## src/rtl/lcd_pkg.sv

```systemverilog
// Shared definitions for the Spartan-3E character LCD path.
// Holds the writer's state encoding, the init nibbles, the set of
// opcodes that need the long settle, and the default 50 MHz timing
// so the command sequencer and the nibble writer agree on it.
package lcd_pkg;

  typedef enum logic [3:0] {
    ST_PWR_WAIT,
    ST_INIT_SETUP,
    ST_INIT_PULSE,
    ST_INIT_HOLD,
    ST_INIT_WAIT,
    ST_IDLE,
    ST_HI_SETUP,
    ST_HI_PULSE,
    ST_HI_HOLD,
    ST_GAP,
    ST_LO_SETUP,
    ST_LO_PULSE,
    ST_LO_HOLD,
    ST_SETTLE
  } lcd_state_e;

  localparam logic [3:0] INIT_NIB_A = 4'h3;  // first three init writes
  localparam logic [3:0] INIT_NIB_B = 4'h2;  // switch to 4-bit mode

  localparam logic [7:0] OP_CLEAR    = 8'h01;
  localparam logic [7:0] OP_HOME     = 8'h02;
  localparam logic [7:0] OP_HOME_ALT = 8'h03;  // home with don't-care bit 0 set

  localparam int LCD_T_SETUP   = 2;
  localparam int LCD_T_PULSE   = 12;
  localparam int LCD_T_HOLD    = 1;
  localparam int LCD_T_NIB_GAP = 50;
  localparam int LCD_T_CMD     = 2000;
  localparam int LCD_T_CLEAR   = 82000;
  localparam int LCD_T_PWR     = 750000;
  localparam int LCD_T_INIT1   = 205000;
  localparam int LCD_T_INIT2   = 5000;
  localparam int LCD_CNT_W     = 20;

  // Clear and return-home instructions need the long settle time.
  function automatic logic is_long_cmd(input logic rs, input logic [7:0] d);
    return !rs && (d == OP_CLEAR || d == OP_HOME || d == OP_HOME_ALT);
  endfunction

endpackage

```

## src/rtl/lcd_delay_timer.sv

```systemverilog
// State duration counter.
//   load : restart at 0 (asserted on every state change)
//   len  : length in cycles of the current state (>= 1)
//   done : high in the last cycle of the state (count == len-1)
module lcd_delay_timer #(
  parameter int CNT_W = 20
) (
  input  logic             clock,
  input  logic             reset_n,
  input  logic             load,
  input  logic [CNT_W-1:0] len,
  output logic             done
);

  logic [CNT_W-1:0] cnt_q, cnt_d;

  always_comb begin
    cnt_d = load ? '0 : cnt_q + CNT_W'(1);
  end

  always_ff @(posedge clock or negedge reset_n) begin
    if (!reset_n) cnt_q <= '0;
    else          cnt_q <= cnt_d;
  end

  assign done = (cnt_q == len - CNT_W'(1));

endmodule

```

## src/rtl/lcd_nibble_writer.sv

```systemverilog
// 4-bit LCD write engine. Performs the power-on init, then sends each
// accepted byte as high/low nibbles on SF_D with E-pulse timing and a
// post-command settle.
//   clock, reset_n       : clock, async active-low reset
//   cmd_valid/cmd_ready  : byte handshake (ready only in IDLE)
//   cmd_rs, cmd_data     : register select and byte, latched on accept
//   init_done, busy      : init complete (sticky), not IDLE
//   LCD_E/RS/RW, SF_D    : registered LCD pins (RW tied 0)
module lcd_nibble_writer
  import lcd_pkg::*;
#(
  parameter int T_SETUP   = LCD_T_SETUP,
  parameter int T_PULSE   = LCD_T_PULSE,
  parameter int T_HOLD    = LCD_T_HOLD,
  parameter int T_NIB_GAP = LCD_T_NIB_GAP,
  parameter int T_CMD     = LCD_T_CMD,
  parameter int T_CLEAR   = LCD_T_CLEAR,
  parameter int T_PWR     = LCD_T_PWR,
  parameter int T_INIT1   = LCD_T_INIT1,
  parameter int T_INIT2   = LCD_T_INIT2,
  parameter int CNT_W     = LCD_CNT_W
) (
  input  logic        clock,
  input  logic        reset_n,
  input  logic        cmd_valid,
  output logic        cmd_ready,
  input  logic        cmd_rs,
  input  logic [7:0]  cmd_data,
  output logic        init_done,
  output logic        busy,
  output logic        LCD_E,
  output logic        LCD_RS,
  output logic        LCD_RW,
  output logic [11:8] SF_D
);

  lcd_state_e       state_q, state_d;
  logic [1:0]       init_idx_q, init_idx_d;
  logic             init_done_q, init_done_d;
  logic             rs_q, rs_d;
  logic [7:0]       byte_q, byte_d;
  logic             lcd_e_q, lcd_e_d;
  logic             lcd_rs_q, lcd_rs_d;
  logic [3:0]       sf_q, sf_d;
  logic [CNT_W-1:0] len;
  logic             tmr_load, tmr_done;

  lcd_delay_timer #(.CNT_W(CNT_W)) u_timer (
    .clock   (clock),
    .reset_n (reset_n),
    .load    (tmr_load),
    .len     (len),
    .done    (tmr_done)
  );

  // Duration of the state currently held.
  always_comb begin
    len = CNT_W'(1);
    case (state_q)
      ST_PWR_WAIT:                                     len = CNT_W'(T_PWR);
      ST_INIT_SETUP, ST_HI_SETUP, ST_LO_SETUP:         len = CNT_W'(T_SETUP);
      ST_INIT_PULSE, ST_HI_PULSE, ST_LO_PULSE:         len = CNT_W'(T_PULSE);
      ST_INIT_HOLD,  ST_HI_HOLD,  ST_LO_HOLD:          len = CNT_W'(T_HOLD);
      ST_GAP:                                          len = CNT_W'(T_NIB_GAP);
      ST_INIT_WAIT: begin
        case (init_idx_q)
          2'd0:    len = CNT_W'(T_INIT1);
          2'd1:    len = CNT_W'(T_INIT2);
          default: len = CNT_W'(T_CMD);
        endcase
      end
      ST_SETTLE: len = is_long_cmd(rs_q, byte_q) ? CNT_W'(T_CLEAR) : CNT_W'(T_CMD);
      default:   len = CNT_W'(1);
    endcase
  end

  always_comb begin
    state_d     = state_q;
    init_idx_d  = init_idx_q;
    init_done_d = init_done_q;
    rs_d        = rs_q;
    byte_d      = byte_q;
    case (state_q)
      ST_PWR_WAIT:   if (tmr_done) state_d = ST_INIT_SETUP;
      ST_INIT_SETUP: if (tmr_done) state_d = ST_INIT_PULSE;
      ST_INIT_PULSE: if (tmr_done) state_d = ST_INIT_HOLD;
      ST_INIT_HOLD:  if (tmr_done) state_d = ST_INIT_WAIT;
      ST_INIT_WAIT: begin
        if (tmr_done) begin
          if (init_idx_q == 2'd3) begin
            state_d     = ST_IDLE;
            init_done_d = 1'b1;
          end else begin
            init_idx_d = init_idx_q + 2'd1;
            state_d    = ST_INIT_SETUP;
          end
        end
      end
      ST_IDLE: begin
        if (cmd_valid) begin
          rs_d    = cmd_rs;
          byte_d  = cmd_data;
          state_d = ST_HI_SETUP;
        end
      end
      ST_HI_SETUP: if (tmr_done) state_d = ST_HI_PULSE;
      ST_HI_PULSE: if (tmr_done) state_d = ST_HI_HOLD;
      ST_HI_HOLD:  if (tmr_done) state_d = ST_GAP;
      ST_GAP:      if (tmr_done) state_d = ST_LO_SETUP;
      ST_LO_SETUP: if (tmr_done) state_d = ST_LO_PULSE;
      ST_LO_PULSE: if (tmr_done) state_d = ST_LO_HOLD;
      ST_LO_HOLD:  if (tmr_done) state_d = ST_SETTLE;
      ST_SETTLE:   if (tmr_done) state_d = ST_IDLE;
      default:     state_d = ST_PWR_WAIT;
    endcase

    // Every state change restarts the count; no state re-enters itself.
    tmr_load = (state_d != state_q);

    // Pins are computed from the next state so the registered outputs
    // line up exactly with the state they belong to.
    lcd_e_d  = state_d inside {ST_INIT_PULSE, ST_HI_PULSE, ST_LO_PULSE};
    lcd_rs_d = 1'b0;
    sf_d     = 4'h0;
    case (state_d)
      ST_INIT_SETUP, ST_INIT_PULSE, ST_INIT_HOLD:
        sf_d = (init_idx_d == 2'd3) ? INIT_NIB_B : INIT_NIB_A;
      ST_HI_SETUP, ST_HI_PULSE, ST_HI_HOLD: begin
        sf_d     = byte_d[7:4];
        lcd_rs_d = rs_d;
      end
      ST_LO_SETUP, ST_LO_PULSE, ST_LO_HOLD: begin
        sf_d     = byte_d[3:0];
        lcd_rs_d = rs_d;
      end
      default: ;
    endcase
  end

  always_ff @(posedge clock or negedge reset_n) begin
    if (!reset_n) begin
      state_q     <= ST_PWR_WAIT;
      init_idx_q  <= 2'd0;
      init_done_q <= 1'b0;
      rs_q        <= 1'b0;
      byte_q      <= 8'h00;
      lcd_e_q     <= 1'b0;
      lcd_rs_q    <= 1'b0;
      sf_q        <= 4'h0;
    end else begin
      state_q     <= state_d;
      init_idx_q  <= init_idx_d;
      init_done_q <= init_done_d;
      rs_q        <= rs_d;
      byte_q      <= byte_d;
      lcd_e_q     <= lcd_e_d;
      lcd_rs_q    <= lcd_rs_d;
      sf_q        <= sf_d;
    end
  end

  assign cmd_ready = (state_q == ST_IDLE);
  assign busy      = (state_q != ST_IDLE);
  assign init_done = init_done_q;
  assign LCD_E     = lcd_e_q;
  assign LCD_RS    = lcd_rs_q;
  assign LCD_RW    = 1'b0;
  assign SF_D      = sf_q;

endmodule

```

## config.mk

```make
export PLATFORM = sky130hd
export DESIGN_NAME = lcd_nibble_writer
export DESIGN_NICKNAME = d
export VERILOG_FILES = /design/src/rtl/lcd_pkg.sv /design/src/rtl/lcd_delay_timer.sv /design/src/rtl/lcd_nibble_writer.sv
export SDC_FILE = /design/constraint.sdc
export NUM_CORES = 1
export LEC_CHECK = 0
export ABC_AREA = 1
export CAP_MARGIN = 10
export CORE_MARGIN = 2
export CORE_UTILIZATION = 32
export CTS_BUF_LIST = sky130_fd_sc_hd__clkbuf_8
export DETAILED_ROUTE_END_ITERATION = 10
export PLACE_DENSITY = 0.53
export SLEW_MARGIN = 30
export SYNTH_ARGS = -nofsm -noshare
export SYNTH_HDL_FRONTEND = slang
export SYNTH_SLANG_ARGS = --single-unit
```

## constraint.sdc

```tcl
create_clock -name clock -period 3.8 [get_ports clock]
set_clock_uncertainty 0.05 [all_clocks]
set_input_delay 1.14 -clock clock [delete_from_list [all_inputs] [get_ports clock]]
set_output_delay 1.14 -clock clock [all_outputs]
set_load 0.01 [all_outputs]
```

==> results of run 1 <==
## cells in the mapped netlist (2+ instances only)
cell type,instances,area share [%]
a21oi_1,9,1.5
buf_6,3,1.1
dfrtp_1,42,36
inv_1,62,7.9
inv_2,3,0.38
mux2_2,6,2.3
nand2_1,122,16
nand2_2,2,0.43
nand3_1,40,6.8
nand3_2,2,0.68
nand4_1,7,1.5
nor2_1,61,7.8
nor2_2,23,4.9
nor2_4,2,0.77
nor3_1,11,1.9
or2_1,2,0.43
or2_2,2,0.43
xor2_1,16,4.8
## layout make-up
class                           count  area [um2]  area share, %
Timing Repair Buffer               25         248           7.31
Clock buffer                        5        68.8           2.03
Multi-Input combinational cell    321        1600           47.2
Tap cell                          108         135           3.99
Sequential cell                    42        1050           31.0
Inverter                           65         244           7.20
Clock inverter                      3        43.8           1.29
## report_power, final
part | switching (mW) | internal, mW | total, mW | leakage, nW
Combinational | 0.0106 | 0.00967 | 0.0203 | 1.12
Sequential | 0 | 0.446 | 0.446 | 0.556
Clock | 0.170 | 0.197 | 0.367 | 0.0585
## cell usage in the layout (no fill, tap or decap), types with 2 or more instances in the layout
master | Yosys | layout
nand2_1 | 122 | 122
inv_1 | 62 | 62
nor2_1 | 61 | 61
dfrtp_1 | 42 | 42
nand3_1 | 40 | 40
nor2_2 | 23 | 23
clkdlybuf4s50_1 | 0 | 19
xor2_1 | 16 | 16
nor3_1 | 11 | 11
a21oi_1 | 9 | 9
nand4_1 | 7 | 7
mux2_2 | 6 | 6
clkbuf_8 | 0 | 5
buf_4 | 1 | 5
inv_2 | 3 | 3
nand2_2 | 2 | 2
or2_1 | 2 | 2
nor2_4 | 2 | 2
nand3_2 | 2 | 2
or2_2 | 2 | 2
## stage by stage
stage               instances  instance area (um2)  util, %
floorplan                 434                 2940        -
finish                    569                 3390     38.5
global placement          561                 3270     37.2
global route              569                 3390     38.5
detailed placement        561                 3270     37.2
CTS                       569                 3390     38.4
## worst max path at each step
stage	endpoint	slack [ns]	depth (start not counted)
2_1_floorplan	u_timer.cnt_q[0]$_DFF_PN0_	1.04	16
3_3_place_gp	LCD_RS$_DFF_PN0_	0.39	21
3_5_place_dp	LCD_RS$_DFF_PN0_	0.44	21
4_1_cts	LCD_RS$_DFF_PN0_	0.42	21
5_1_grt	LCD_RS$_DFF_PN0_	0.04	21
6_report	LCD_RS$_DFF_PN0_	0.41	21
## logic make-up after synthesis
family,share of synthesized area (%)
buf+inv,9.99
other cells,0.127
simple gates,43.0
flops,35.7
xor+xnor,5.06
mux,2.30
compound gates,3.36
fa+ha+maj,0.425
## metal layers
layer,global-route usage (%),vias up
met5,0,-
met4,3.79,0
met3,2.30,7
met2,24.9,29
met1,20.7,1238
li1,-,1389
## worst reg2reg max path: stages (launching register included)
cell and delay (ns):
dfrtp_1 0.45, nor2_1 0.34, nand2_1 0.23, a21oi_1 0.26, xor2_1 0.10, inv_1 0.08
nand2_1 0.05, nor2_1 0.14, inv_1 0.05, nor2_1 0.11, nand3_1 0.08, buf_4 0.19
nand3_1 0.13, nand2_1 0.08, nor2_1 0.09, nand2_1 0.05, nor2_1 0.21, inv_1 0.13
nand3_1 0.09, nand2_1 0.16, nor2_1 0.16, nor2_1 0.06
## sequential cells by signal (all words and copies together) (netlist names)
register       flops
byte_q             8
init_done          1
SF_D               4
init_idx_q         2
LCD_E              1
u_timer.cnt_q     20
rs_q               1
LCD_RS             1
state_q            4
==> results.sh, run 1 <==
export IMPL_timing_rr_end="LCD_RS$_DFF_PN0_"
export IMPL_min_path_cells=2
export IMPL_power_density_nw_per_um2=246
export IMPL_start_util_pct=33.4
export IMPL_port_buffers=20
export IMPL_synth_edf_count=0
export IMPL_ys_seq_area_share_pct=35.7
export IMPL_synth_cells=434
export IMPL_slowest_delay_ns=0.45
export IMPL_hpwl_mm=5.60
export IMPL_rows=34
export IMPL_place_gp_congestion=0.805
export IMPL_peakVddDrop_mv=0.117
export IMPL_final_hold_viol_count=0
export IMPL_overflow=0
export IMPL_slew_viol_final=0
export IMPL_hold_worst_slack_ns=0.461
export IMPL_finalCritPeriodShare_pct=89.1
export IMPL_drtPass1Iterations=4
export IMPL_routed_wl_met3_um=200
export IMPL_holdCritStartpoint="init_done$_DFFE_PN0P_"
export IMPL_fp_dieW_um=99.9
export IMPL_holdBufCountCts=0
export IMPL_worst_path_buf_inv=4
export IMPL_drv_cap=0
export IMPL_grt_pass1_vias=2575
export IMPL_top_layer="met4"
export IMPL_setup_slack_ns=0.414
export IMPL_grtUsageTotal_pct=15.0
export IMPL_design_core_area_um2=8810
export IMPL_nets=473
export IMPL_die_h_um=99.9
export IMPL_leakagePower_nw=1.74
export IMPL_worstPathRequired_ns=3.95
export IMPL_root_buffer="clkbuf_8"
export IMPL_drc=0
export IMPL_period_minus_slack_ns=3.39
export IMPL_antenna_found_initial=0
export IMPL_layout_drive_gt1_share_pct=13.0
export IMPL_synth_main_ff_cell="dfrtp_1"
export IMPL_ys_ff_latch=42
export IMPL_ys_types=37
export IMPL_slew_headroom_pct=63.6
export IMPL_path_cells="nor2_1, nand2_1, a21oi_1, xor2_1, inv_1, nand2_1, nor2_1, inv_1, nor2_1, nand3_1, buf_4, nand3_1, nand2_1, nor2_1, nand2_1, nor2_1, inv_1, nand3_1, nand2_1, nor2_1, nor2_1"
export IMPL_wirelength_mm=6.99
export IMPL_preCtsSetupSlack_ns=0.443
export IMPL_crit_type="reg -> reg"
export IMPL_post_cts_buffers=0
export IMPL_grt_max_degree=43
export IMPL_worstMarginPinSlew_ns=0.546
export IMPL_synth_area_um2=2940
export IMPL_path_common_cell="nor2_1"
export IMPL_n_fill_cell=955
export IMPL_start_kind="flop"
export IMPL_viasPerCell=4.68
export IMPL_fin_setup_tns_ns=0
export IMPL_met1_length_mm=3.43
export IMPL_worstPathArrival_ns=3.53
export IMPL_worstSetupEndpointType="flop"
export IMPL_cp_max_fo=12
export IMPL_fmax_ghz=0.295
export IMPL_postRouteAntennaNets=0
export IMPL_r2r_setup_slack_ns=0.41
export IMPL_drtIter0Drc=91
export IMPL_h_tree_depth=2
export IMPL_cts_sinks=42
export IMPL_cts_repair_resized=0
export IMPL_wl_met2_mm=3.29
export IMPL_syn2layout_area_growth_pct=15.1
export IMPL_cts_buffers=5
export IMPL_synth_avg_cell_area_um2=6.78
export IMPL_startpoint="state_q[0]$_DFF_PN0_"
export IMPL_grt_pass1_wl_mm=12.0
export IMPL_clkSlewWorstSetupHoldPaths_ns=0.09
export IMPL_cpMaxStageDelayCell="dfrtp_1"
export IMPL_synthesis_nets=447
export IMPL_die_area_um2=9980
export IMPL_clk_latency_ns=0.30
export IMPL_outcome="finished, final reports clean"
export IMPL_async_reset_ff_share_pct=100
export IMPL_cts_path_max_buffers=2
export IMPL_io_pins=22
export IMPL_r2r_start="state_q[0]$_DFF_PN0_"
export IMPL_hp_class="reg -> reg"
export IMPL_rsz0062_at_grt="no"
export IMPL_critPathTopFamily="simple AND/OR/NAND/NOR gates"
export IMPL_via_count=2663
export IMPL_tritoncts="done"
export IMPL_r2r_worst_path_cells=21
export IMPL_yosysWarnings=0
export IMPL_antenna_cells=0
export IMPL_power_mw=0.834
export IMPL_post_drt_wl_per_cell_um=12.3
export IMPL_min_to="init_done$_DFFE_PN0P_"
export IMPL_setup_viol=0
Note: power is estimated with default switching activity, not from simulation.
==> run 2, diff against run 1 <==
--- a/config.mk
+++ b/config.mk
@@ -7,11 +7,13 @@
 export LEC_CHECK = 0
 export ABC_AREA = 1
 export CAP_MARGIN = 10
+export CELL_PAD_IN_SITES_DETAIL_PLACEMENT = 1
+export CELL_PAD_IN_SITES_GLOBAL_PLACEMENT = 1
 export CORE_MARGIN = 2
 export CORE_UTILIZATION = 32
 export CTS_BUF_LIST = sky130_fd_sc_hd__clkbuf_8
 export DETAILED_ROUTE_END_ITERATION = 10
-export PLACE_DENSITY = 0.53
+export PLACE_DENSITY = 0.67
 export SLEW_MARGIN = 30
 export SYNTH_ARGS = -nofsm -noshare
 export SYNTH_HDL_FRONTEND = slang
==> run 2 against run 1 <==
Against the previous run: fmax fell by 1.2%; non-clock buffer count did not move; hold slack got worse by 0.015 ns; clock power fell by 11%; combinational power rose by 3%; critical path depth fell by 1; clock-buffer cell count did not move; total power fell by 4.7%; via count rose by 3.1%; register-to-register slack got worse by 0.04 ns; sequential power barely moved; critical endpoint unchanged; largest cell class unchanged.
==> results.sh, run 2 (synthesis results as in run 1) <==
export IMPL_antenna_cells=0
export IMPL_worstPathRequired_ns=3.96
export IMPL_setup_viol=0
export IMPL_start_kind="flop"
export IMPL_post_drt_wl_per_cell_um=14.5
export IMPL_design_core_area_um2=8810
export IMPL_slew_viol_final=0
export IMPL_cts_path_max_buffers=2
export IMPL_h_tree_depth=2
export IMPL_die_area_um2=9980
export IMPL_clk_latency_ns=0.31
export IMPL_drtPass1Iterations=4
export IMPL_power_density_nw_per_um2=234
export IMPL_place_gp_congestion=0.816
export IMPL_viasPerCell=4.82
export IMPL_layout_drive_gt1_share_pct=13.7
export IMPL_final_hold_viol_count=0
export IMPL_start_util_pct=33.4
export IMPL_fp_dieW_um=99.9
export IMPL_reg_largest_list="u_timer.cnt_q (20), byte_q (8)"
export IMPL_finalCritPeriodShare_pct=90.2
export IMPL_overflow=0
export IMPL_cp_max_fo=9
export IMPL_nets=473
export IMPL_antenna_found_initial=0
export IMPL_cpMaxStageDelayCell="dfrtp_1"
export IMPL_path_common_cell="nor2_1"
export IMPL_hp_class="reg -> reg"
export IMPL_grt_pass1_wl_mm=14.1
export IMPL_postRouteAntennaNets=0
export IMPL_layout_common_cells="nand2_1 (122), inv_1 (62), nor2_1 (59)"
export IMPL_drtIter0Drc=88
export IMPL_cts_repair_resized=0
export IMPL_slew_headroom_pct=60.6
export IMPL_drv_cap=0
export IMPL_leakagePower_nw=1.73
export IMPL_outcome="finished, final reports clean"
export IMPL_worstSetupEndpointType="flop"
export IMPL_syn2layout_area_growth_pct=15.3
export IMPL_io_pins=22
export IMPL_fin_setup_tns_ns=0
export IMPL_largest_reg_flops=20
export IMPL_hpwl_mm=6.46
export IMPL_worstPathArrival_ns=3.59
export IMPL_finalInstanceArea_um2=3390
export IMPL_n_fill_cell=1138
export IMPL_slowest_delay_ns=0.53
export IMPL_grt_pass1_vias=2909
export IMPL_peakVddDrop_mv=0.121
export IMPL_crit_type="reg -> reg"
export IMPL_root_buffer="clkbuf_8"
export IMPL_drc=0
export IMPL_clkSlewWorstSetupHoldPaths_ns=0.11
export IMPL_final_common_cell="nand2_1"
export IMPL_worstMarginPinSlew_ns=0.591
export IMPL_port_buffers=20
export IMPL_rsz0062_at_grt="no"
export IMPL_fin_util_pct=38.5
export IMPL_via_count=2745
export IMPL_placed_cell_area_um2=3280
export IMPL_rows=34
export IMPL_cts_sinks=42
export IMPL_tritoncts="done"
export IMPL_grtUsageTotal_pct=17.7
export IMPL_grt_max_degree=43
export IMPL_top_register="u_timer.cnt_q"
export IMPL_cts_buffers=5
export IMPL_period_minus_slack_ns=3.43
export IMPL_fmax_ghz=0.292
export IMPL_path_cells="inv_2, nor2_2, nand2_1, nand2_1, xor2_1, or2_1, nor2_1, inv_1, nor2_1, nand3_2, nand3_1, nand2_1, nor2_1, nand2_1, nor2_1, inv_1, nand3_1, nand2_1, nor2_1, nor2_1"
export IMPL_post_cts_buffers=0
export IMPL_holdBufCountCts=0
export IMPL_wirelength_mm=8.24
export IMPL_power_mw=0.795
export IMPL_die_h_um=99.9
-- run 2: final timing paths --
| check | from | end | slack (ns) | cells past startpoint |
|---|---|---|---|---|
| min reg2reg | init_done$_DFFE_PN0P_ | init_done$_DFFE_PN0P_ | 0.45 | 2 |
| max in group asynchronous | reset_n | u_timer.cnt_q[3]$_DFF_PN0_ | 2.51 | 1 |
| max reg2reg | state_q[3]$_DFF_PN0_ | LCD_RS$_DFF_PN0_ | 0.37 | 20 |
| min | init_done$_DFFE_PN0P_ | init_done$_DFFE_PN0P_ | 0.45 | 2 |
| max | state_q[3]$_DFF_PN0_ | LCD_RS$_DFF_PN0_ | 0.37 | 20 |
| min in group asynchronous | reset_n | init_idx_q[0]$_DFF_PN0_ | 0.77 | 1 |
-- run 2: critical path, delay by kind of cell (launching register included) --
family                 cells  cell delay, ns
XOR/XNOR                   1            0.08
buffers and inverters      3            0.32
flip-flops                 1            0.53
AND/OR/NAND/NOR           16            2.36
-- run 2: stage by stage --
step                worst slack, ns  hold WS, ns  instances
floorplan                      1.04        0.436        434
global placement              0.201        0.416        561
detailed placement            0.124        0.422        561
CTS                           0.131        0.446        569
global route                 0.0163        0.503        569
finish                        0.374        0.446        569
-- run 2: cell type report --
class                   count  area (um2)  share of cell area (%)
clock inverters             3        28.8                   0.848
clock buffers               5        68.8                    2.03
multi-input cells         321        1620                    47.7
well taps                 108         135                    3.98
flip-flops and latches     42        1050                    31.0
repair buffers             25         248                    7.30
inverters                  65         244                    7.19
-- run 2: where the power goes --
| group | total, mW | internal (mW) | switching [mW] |
|---|---|---|---|
| combinational | 0.0210 | 0.00967 | 0.0113 |
| clock | 0.328 | 0.138 | 0.190 |
| sequential | 0.447 | 0.447 | 0 |
-- run 2: metal layers --
metal  share of wire (%)  vias to the layer above  track usage, %  wire length (um)
met3                 1.9                        7            2.16               153
met2                  47                       29            29.9              3850
met4                0.85                        0            3.58                70
met1                  50                     1313            24.5              4160
li1                    -                     1396               -                 -
met5                   0                        -               0                 0
==> run 3, diff against run 2 <==
==> constraint.sdc (replaced) <==
create_clock -name clock -period 3.5 [get_ports clock]
set_clock_uncertainty 0.05 [all_clocks]
set_input_delay 1.05 -clock clock [delete_from_list [all_inputs] [get_ports clock]]
set_output_delay 1.05 -clock clock [all_outputs]
set_load 0.01 [all_outputs]
==> run 3 against run 2 <==
Against the previous run: global-route usage is essentially flat; utilization grew 1.6 points; total power grew 8.2%; clock power grew 7.6%; sequential share of layout area shrank 1.1 points; non-clock buffer count grew 10; wire length grew 3.2%; die area is the same; register-to-register slack lost 0.17 ns; fmax grew 4.0%; hold slack lost 0.0012 ns; critical path type unchanged; critical endpoint is now u_timer.cnt_q[3]$_DFF_PN0_.
==> results.sh, run 3 (synthesis results as in run 1) <==
export IMPL_dp_cells=562
export IMPL_root_buffer="clkbuf_8"
export IMPL_postRouteAntennaNets=0
export IMPL_min_path_cells=2
export IMPL_grt_pass1_vias=2953
export IMPL_worstSetupEndpointType="flop"
export IMPL_cp_max_fo=6
export IMPL_die_h_um=99.9
export IMPL_die_area_um2=9980
export IMPL_cpMaxStageDelayCell="dfrtp_2"
export IMPL_power_density_nw_per_um2=244
export IMPL_post_drt_wl_per_cell_um=14.7
export IMPL_clkSlewWorstSetupHoldPaths_ns=0.10
export IMPL_viasPerCell=4.83
export IMPL_place_gp_congestion=0.873
export IMPL_drv_cap=0
export IMPL_cts_path_max_buffers=2
export IMPL_r2r_start="state_q[1]$_DFF_PN0_"
export IMPL_holdBufCountCts=0
export IMPL_layout_common_cells="nand2_1 (120), inv_1 (59), nor2_1 (57)"
export IMPL_via_count=2794
export IMPL_hp_class="reg -> reg"
export IMPL_leakagePower_nw=1.78
export IMPL_antenna_cells=0
export IMPL_period_minus_slack_ns=3.30
export IMPL_r2r_setup_slack_ns=0.20
export IMPL_worst_path_stages=20
export IMPL_timing_rr_end="u_timer.cnt_q[3]$_DFF_PN0_"
export IMPL_slew_headroom_pct=61.7
export IMPL_r2r_worst_path_cells=20
export IMPL_fin_setup_tns_ns=0
export IMPL_drc=0
export IMPL_syn2layout_area_growth_pct=20.1
export IMPL_top_register="u_timer.cnt_q"
export IMPL_finalInstanceArea_um2=3530
export IMPL_start_kind="flop"
export IMPL_critPathTopFamily="simple AND/OR/NAND/NOR gates"
export IMPL_n_fill_cell=1140
export IMPL_power_mw=0.861
export IMPL_rows=34
export IMPL_placed_cell_area_um2=3280
export IMPL_final_hold_viol_count=0
export IMPL_fmax_ghz=0.303
export IMPL_grtUsageMet3_pct=2.72
export IMPL_drtIter0Drc=52
export IMPL_clk_latency_ns=0.31
export IMPL_startpoint="state_q[1]$_DFF_PN0_"
export IMPL_busiest_layer="met2"
export IMPL_final_common_cell="nand2_1"
export IMPL_antenna_found_initial=0
export IMPL_finalCritPeriodShare_pct=94.2
export IMPL_peakVddDrop_mv=0.148
export IMPL_crit_type="reg -> reg"
export IMPL_worst_path_buf_inv=5
export IMPL_grt_use_met2_pct=29.7
export IMPL_cts_buffers=5
export IMPL_layout_drive_gt1_share_pct=18.3
export IMPL_overflow=0
export IMPL_slowest_delay_ns=0.49
export IMPL_start_util_pct=33.4
export IMPL_tritoncts="done"
export IMPL_fin_cells=579
export IMPL_worstPathRequired_ns=3.64
export IMPL_design_core_area_um2=8810
export IMPL_nets=483
export IMPL_drtPass1Iterations=4
export IMPL_outcome="finished, final reports clean"
export IMPL_hpwl_mm=6.53
export IMPL_grt_max_degree=43
export IMPL_wirelength_mm=8.50
export IMPL_largest_reg_flops=20
export IMPL_port_buffers=20
export IMPL_h_tree_depth=2
export IMPL_worstMarginPinSlew_ns=0.575
export IMPL_worstPathArrival_ns=3.44
export IMPL_fp_dieW_um=99.9
export IMPL_path_cells="inv_4, nand4_2, inv_2, nand3_1, nand3_1, nand3_1, nor2_2, inv_1, nor2_2, nand3_2, buf_4, nand3_2, nand2_1, nor2_1, nand2_1, nor2_4, nor2_1, o21ai_4, clkbuf_16, nor2_2"
export IMPL_io_pins=22
export IMPL_setup_viol=0
export IMPL_grtUsageTotal_pct=17.7
export IMPL_grt_pass1_wl_mm=14.3
export IMPL_gr_usage_met1_pct=24.4
export IMPL_reg_largest_list="u_timer.cnt_q (20), byte_q (8)"
export IMPL_slew_viol_final=0
export IMPL_cts_sinks=42
export IMPL_crit_end="u_timer.cnt_q[3]$_DFF_PN0_"
==> run 3: routing by layer <==
metal	part of all wire, %	up-vias
li1	-	1414
met1	48	1343
met2	49	28
met3	2.1	9
met4	0.96	0
met5	0	-
==> run 3: power by group <==
part / internal [mW] / switching, mW / total (mW)
clock: 0.149 / 0.205 / 0.353
combinational: 0.0105 / 0.0119 / 0.0224
sequential: 0.485 / 0 / 0.485
==> run 3: cell type report <==
class | instances | area [um2] | share of cell area, %
clock buffer | 5 | 68.8 | 1.95
timing repair buffer | 35 | 344 | 9.74
multi-input combinational | 321 | 1660 | 46.9
tap | 108 | 135 | 3.82
clock inverter | 3 | 26.3 | 0.744
inverter | 65 | 246 | 6.98
sequential | 42 | 1060 | 29.9
==> run 3: stage by stage <==
| step | hold WS (ns) | util, % | worst slack (ns) |
|---|---|---|---|
| final | 0.445 | 40.1 | 0.205 |
| after global routing | 0.506 | 40.1 | -0.0414 |
| after CTS | 0.455 | 38.4 | 0.0442 |
| after detailed placement | 0.431 | 37.3 | -0.0610 |
| after global placement | 0.412 | 37.3 | -0.00595 |
| after floorplan | 0.436 | - | 0.735 |
==> run 3: how the worst min path moves through the flow <==
stage,from,to
finish,init_done$_DFFE_PN0P_,init_done$_DFFE_PN0P_
global route,init_done$_DFFE_PN0P_,init_done$_DFFE_PN0P_
CTS,init_done$_DFFE_PN0P_,init_done$_DFFE_PN0P_
detailed placement,init_done$_DFFE_PN0P_,init_done$_DFFE_PN0P_
global placement,init_done$_DFFE_PN0P_,init_done$_DFFE_PN0P_
floorplan,rs_q$_DFF_PN0_,rs_q$_DFF_PN0_
==> run 3: worst reg2reg max path, cell delays in order (launching register included) <==
cell	delay [ns]
dfrtp_2	0.49
inv_4	0.13
nand4_2	0.21
inv_2	0.17
nand3_1	0.18
nand3_1	0.14
nand3_1	0.10
nor2_2	0.11
inv_1	0.06
nor2_2	0.13
nand3_2	0.14
buf_4	0.19
nand3_2	0.07
nand2_1	0.08
nor2_1	0.10
nand2_1	0.09
nor2_4	0.18
nor2_1	0.09
o21ai_4	0.24
clkbuf_16	0.21
nor2_2	0.04
==> run 3: repair_timing <==
| action | in CTS | in global routing |
|---|---|---|
| pin swaps | 0 | 3 |
| cloned | 0 | 2 |
| resized for setup | 1 | 21 |
| endpoints found under the setup margin | 20 | 25 |
| setup buffers | 0 | 7 |
